[config.mk]
export PLATFORM = sky130hd
export DESIGN_NAME = mc_wb_arbiter
export DESIGN_NICKNAME = d
export VERILOG_FILES = /design/src/rtl/mc_wb_arbiter.sv
export SDC_FILE = /design/constraint.sdc
export NUM_CORES = 1
export LEC_CHECK = 0
export ABC_CLOCK_PERIOD_IN_PS = 2710
export BUFFER_PORTS_ARGS = -buffer_cell sky130_fd_sc_hd__buf_4
export CORE_AREA = 4 4 202 204
export DETAILED_ROUTE_END_ITERATION = 10
export DIE_AREA = 0 0 206 208
export GPL_ROUTABILITY_DRIVEN = 1
export GPL_TIMING_DRIVEN = 0
export PLACE_DENSITY_LB_ADDON = 0.25
export SLEW_MARGIN = 20
export SYNTH_ARGS = -nofsm -noshare
export SYNTH_HDL_FRONTEND = slang
export SYNTH_SLANG_ARGS = --single-unit
export TNS_END_PERCENT = 100
[constraint.sdc]
create_clock -name clk -period 2.71 [get_ports clk]
set_input_delay 0 -clock clk [delete_from_list [all_inputs] [get_ports clk]]
set_output_delay 0 -clock clk [all_outputs]
set_load 0.005 [all_outputs]
[src/rtl/mc_wb_arbiter.sv]
// Writeback arbiter for one register-file port: merges the single-cycle pipe result with
// results held by multi-cycle units, drops squashed uops and stalls the pipe on unit starvation.
module mc_wb_arbiter #(
  parameter int NUM_UNITS  = 3,
  parameter int STARVE_LIM = 4
) (
  input  logic                    clk,
  input  logic                    rst,
  input  logic [75:0]             IN_branch,
  input  logic [87:0]             IN_pipeUop,
  input  logic [88*NUM_UNITS-1:0] IN_unitUop,
  output logic [NUM_UNITS-1:0]    OUT_wbAvail,
  output logic                    OUT_stallPipe,
  output logic [87:0]             OUT_uop
);

  localparam int PTR_W = (NUM_UNITS > 1) ? $clog2(NUM_UNITS) : 1;
  localparam int CNT_W = $clog2(STARVE_LIM + 1);
  localparam logic [PTR_W-1:0] LAST_UNIT = PTR_W'(NUM_UNITS - 1);
  localparam logic [CNT_W-1:0] CNT_MAX   = CNT_W'(STARVE_LIM);
  localparam logic [CNT_W-1:0] CNT_EDGE  = CNT_W'(STARVE_LIM - 1);

  logic [PTR_W-1:0] rr_ptr;
  logic [CNT_W-1:0] starve_cnt;
  logic [87:0]      unit_uop [NUM_UNITS];
  logic [NUM_UNITS-1:0] cand;
  logic [NUM_UNITS-1:0] grant;
  logic             pipe_valid;
  logic             any_cand;
  logic             unit_win;
  logic [PTR_W-1:0] win_idx;
  logic [87:0]      win_uop;
  int               probe;
  logic [87:0]      out_next;
  logic [PTR_W-1:0] rr_next;
  logic [CNT_W-1:0] cnt_next;
  logic             stall_next;
  logic             starve_inc;
  logic             unused_branch_bits;

  assign unused_branch_bits = ^{IN_branch[75:44], IN_branch[36:1]};

  // Younger-than-branch test: 7-bit wraparound difference, strictly positive when read signed.
  function automatic logic squashed(input logic [87:0] uop, input logic [75:0] branch);
    logic [6:0] diff;
    diff = uop[43:37] - branch[43:37];
    return branch[0] && !diff[6] && (diff != 7'd0);
  endfunction

  always_comb begin
    pipe_valid = IN_pipeUop[0] && !squashed(IN_pipeUop, IN_branch);
    cand = '0;
    for (int i = 0; i < NUM_UNITS; i++) begin
      unit_uop[i] = IN_unitUop[88*i +: 88];
      cand[i] = unit_uop[i][0] && !squashed(unit_uop[i], IN_branch);
    end
    any_cand = |cand;
  end

  // Pipe has no backpressure, so units only compete when the pipe slot is empty.
  always_comb begin
    grant    = '0;
    unit_win = 1'b0;
    win_idx  = '0;
    probe    = 0;
    for (int k = 0; k < NUM_UNITS; k++) begin
      probe = (int'(rr_ptr) + k) % NUM_UNITS;
      if (!pipe_valid && !unit_win && cand[PTR_W'(probe)]) begin
        unit_win = 1'b1;
        win_idx  = PTR_W'(probe);
      end
    end
    if (unit_win) grant[win_idx] = 1'b1;
    win_uop = unit_uop[win_idx];
  end

  assign OUT_wbAvail = rst ? '0 : grant;

  always_comb begin
    out_next   = '0;
    rr_next    = rr_ptr;
    cnt_next   = starve_cnt;
    starve_inc = 1'b0;
    stall_next = 1'b0;

    if (pipe_valid) out_next = IN_pipeUop;
    else if (unit_win) out_next = win_uop;

    if (unit_win) rr_next = (win_idx == LAST_UNIT) ? '0 : win_idx + 1'b1;

    // The count freezes while the stall is already asserted, so one starvation episode stalls once.
    starve_inc = pipe_valid && any_cand && !OUT_stallPipe && (starve_cnt < CNT_MAX);
    if (unit_win || !any_cand) cnt_next = '0;
    else if (starve_inc) cnt_next = starve_cnt + 1'b1;

    stall_next = starve_inc && (starve_cnt == CNT_EDGE);
  end

  always_ff @(posedge clk or posedge rst) begin
    if (rst) begin
      OUT_uop       <= '0;
      rr_ptr        <= '0;
      starve_cnt    <= '0;
      OUT_stallPipe <= 1'b0;
    end else begin
      OUT_uop       <= out_next;
      rr_ptr        <= rr_next;
      starve_cnt    <= cnt_next;
      OUT_stallPipe <= stall_next;
    end
  end

endmodule

==> key figures <==
Status
  – Status: finished with violations
  – Failing checks: negative hold slack, negative setup slack

Clock tree
  – CTS tree: built
  – Clk_lat worst skew: approximately 370 ps
  – Clock sink total: 94
  – CTS root buffer: clkbuf_16
  – Reg clk slew, reported paths: ~80 ps
  – H-tree depth: 3
  – Clk buf depth: 2
  – CTS Buf Count: 9
  – Cts hold-fix bufs: between 300 and 400

Finish
  – Fill cell count: roughly 3.7k
  – Most common cell after layout, fill and taps aside: buf_4
  – Antenna cell count: 0
  – Layout Nets: between 2k and 2.5k
  – Finished Core Util: a little over two fifths
  – Layout cells sized above 1: approximately half
  – Commonest cells after routing, fill and taps aside: 489 x buf_4, 322 x dlygate4sd3_1, 100 x nand2_1, 94 x dfrtp_1, 87 x a222oi_1
  – Cell area after layout: about 17,000 sq um
  – Layout area overhead: 151%

GRT
  – Total track usage: around a fifth
  – Grt ovf: 0
  – Vias in the first global route: around 11k
  – Largest net degree at the start of global routing: 52
  – First-pass GRT wire length: 65,400 um
  – Initial antenna violation count: 1

STA
  – Slew Limit Fails: 0
  – Slew @ Worst Pin: approximately 640 ps
  – Final setup vio count: 92
  – Min Tclk post-route: 3150 ps
  – Fin worst setup slack: -441 ps
  – Max Freq: between 0.3 and 0.4 GHz
  – Hold WS: -83.0 ps
  – Final worst path period share: 116%
  – Slew margin rel.: 57.4%
  – RSZ-0062 raised after global routing: true
  – Clk_skew: 12.8 ps
  – Final Hold Vio Count: 1

Synthesis
  – Post-synth top area share: between 30% and 40%
  – Syn Area/Cell: 8.93 sq um
  – Yosys top cell by area: dfrtp_1
  – Syn Inst Count: 741
  – Synthesis-stage register bit count: between 90 and 100
  – Async set-reset flop share out of synthesis: 100%
  – YS warnings: 0
  – Mapped Nets: between 1k and 1.5k
  – Mapped Area: 6620 sq um
  – Post-synth top flop: dfrtp_1
  – Number of synthesized flops with an enable pin: 0
  – Distinct cells, synth: between 60 and 70
  – Sequential share of the synthesized area: about 36%
  – Synth area leaders: dfrtp_1 36%, a222oi_1 13%, a22oi_1 9.9%

Drt
  – Via Count: 10.4k
  – DRT Pass-1 Iters: 7
  – Drt drc: 0
  – Post-Route WL: 45,200 um
  – 1st-iter DRT viols: approximately 1.1k
  – Vias/cell: approximately 4.9
  – Routed len/inst: about 21 um
  – Final ANT Viol Nets: 0

Place
  – Placed Area: roughly 11,000 sq um
  – Pre-CTS setup slack: -1600 ps
  – Placer Congestion: between 0.8 and 0.9
  – Port-buffer cells: 453
  – Hpwl dp: between 30,000 and 40,000 um

Floorplan
  – Die width: around 210 um
  – Ports: roughly 520
  – Die Ht: ~210 um
  – Die footprint: 42,800 sq um
  – Core footprint: ~40,000 sq um
  – Rows: 73
  – Starting density of the core: 16.9%

Critical path
  – Req. time, crit path: 2940 ps
  – Setup crit start kind: input port
  – Critical Path Sink Type: flop
  – Crit Path Class: input port to flop
  – Crit-path max FO: 10
  – Data arrival, critical path: about 3400 ps

Power and ir drop
  – Peak VDD IR: between 0.0003 and 0.0004 V
  – PD cells: around 660 nW/um^2
  – Static Leakage: around 7.7 nW
  – Overall power: roughly 0.011 W

Flow run
  – Max Cap Violations: 0

Min path
  – Worst min-delay path class: input port to flop
==> report_power, final <==
group          switching [W]  internal, W
sequential          0.000203      0.00202
clock               0.000688     0.000755
combinational        0.00345      0.00376
==> synth_stat cells, types with 2 or more instances <==
cell type / instances
o211ai_1: 7
o21bai_1: 2
o21ai_0: 8
xor2_1: 6
buf_6: 6
inv_1: 31
ha_1: 28
nor3_1: 3
fa_1: 4
a211oi_1: 5
buf_2: 12
o221ai_1: 2
a22oi_1: 87
dfrtp_1: 94
a21oi_1: 18
nand4_1: 2
clkbuf_1: 45
a31oi_1: 2
and3_1: 3
xnor2_1: 6
buf_1: 6
nor4b_1: 2
a222oi_1: 87
nand3_1: 89
nor2b_1: 6
and3b_1: 2
nor2_1: 15
nor4_1: 5
nand2b_1: 6
nor3b_1: 4
nand2_1: 101
o21a_1: 2
or4_1: 3
buf_4: 2
o2111ai_1: 3
o21ai_1: 3
and2_1: 2
mux2i_1: 4
a21o_1: 3
o311a_1: 2
==> area by class of cell <==
class	instances	area (sq um)	area share, %
repair buffers	845	7560	45.6
clock inverters	5	63.8	0.385
plain buffers	69	707	4.26
clock buffers	11	243	1.46
inverters	31	140	0.845
multi-input cells	545	4860	29.3
flip-flops and latches	94	2350	14.2
well taps	525	657	3.96
==> worst paths after layout <==
path	startpoint	to	slack (ps)	cells past startpoint
setup / recovery	IN_unitUop[37]	OUT_uop[79]$_DFF_PP0_	-440	17
hold / removal	IN_unitUop[38]	OUT_uop[38]$_DFF_PP0_	-80	3
setup reg to reg	rr_ptr[0]$_DFFE_PP0N_	OUT_uop[79]$_DFF_PP0_	-320	15
hold reg to reg	rr_ptr[1]$_DFFE_PP0N_	rr_ptr[1]$_DFFE_PP0N_	530	1
max in group asynchronous	rst	OUT_uop[26]$_DFF_PP0_	1790	4
min in group asynchronous	rst	OUT_uop[79]$_DFF_PP0_	260	3
==> worst max-delay path, stage by stage <==
cell and delay, ps:
buf_8 100, inv_6 50, ha_4 130, inv_2 40
fa_2 400, xnor2_1 230, o2111ai_2 190, o41ai_4 410
o211ai_1 190, buf_4 180, a21oi_4 170, a211oi_4 70
buf_12 150, buf_8 130, clkbuf_4 200, a222oi_1 600
a22oi_1 130
==> flip-flops by register name (all words and copies together) (netlist names) <==
signal,count
rr_ptr,2
OUT_uop,88
OUT_stallPipe,1
starve_cnt,3
==> kinds of logic after synthesis <==
family                     after synthesis  synth area share, %
AOI/OAI and AO/OA                      246                 30.8
xor gates and xnor gates                12                 1.59
adders and majority gates               32                 6.50
buffers and inverters                  102                 6.80
DFF                                     94                 35.5
muxes                                    6                0.945
and+or+nand+nor                        249                 17.8
==> routing by layer <==
| layer | part of all wire, % | vias to the layer above | track usage, % |
|---|---|---|---|
| met5 | 0 | - | 0 |
| met4 | 3.8 | 0 | 8.26 |
| met3 | 8.3 | 113 | 4.75 |
| met2 | 48 | 581 | 34.1 |
| met1 | 39 | 5005 | 23.4 |
| li1 | - | 4670 | - |
==> per-stage QoR <==
stage / std cells / TNS [ps]
2_1_floorplan: 741 / -600
3_3_place_gp: 1719 / -287350
3_5_place_dp: 1720 / -124560
4_1_cts: 2111 / -22230
5_1_grt: 2125 / -33860
6_report: 2125 / -22860
==> what timing repair did <==
| item | CTS | global route |
|---|---|---|
| hold endpoints to repair | 130 | 1 |
| setup buffers | 46 | 14 |
| pin swaps | 112 | 47 |
| endpoints found under the setup margin | 96 | 94 |
| gates cloned | 8 | 2 |
| gates resized for setup | 262 | 70 |
No activity file was read; power rests on OpenSTA's default activity.
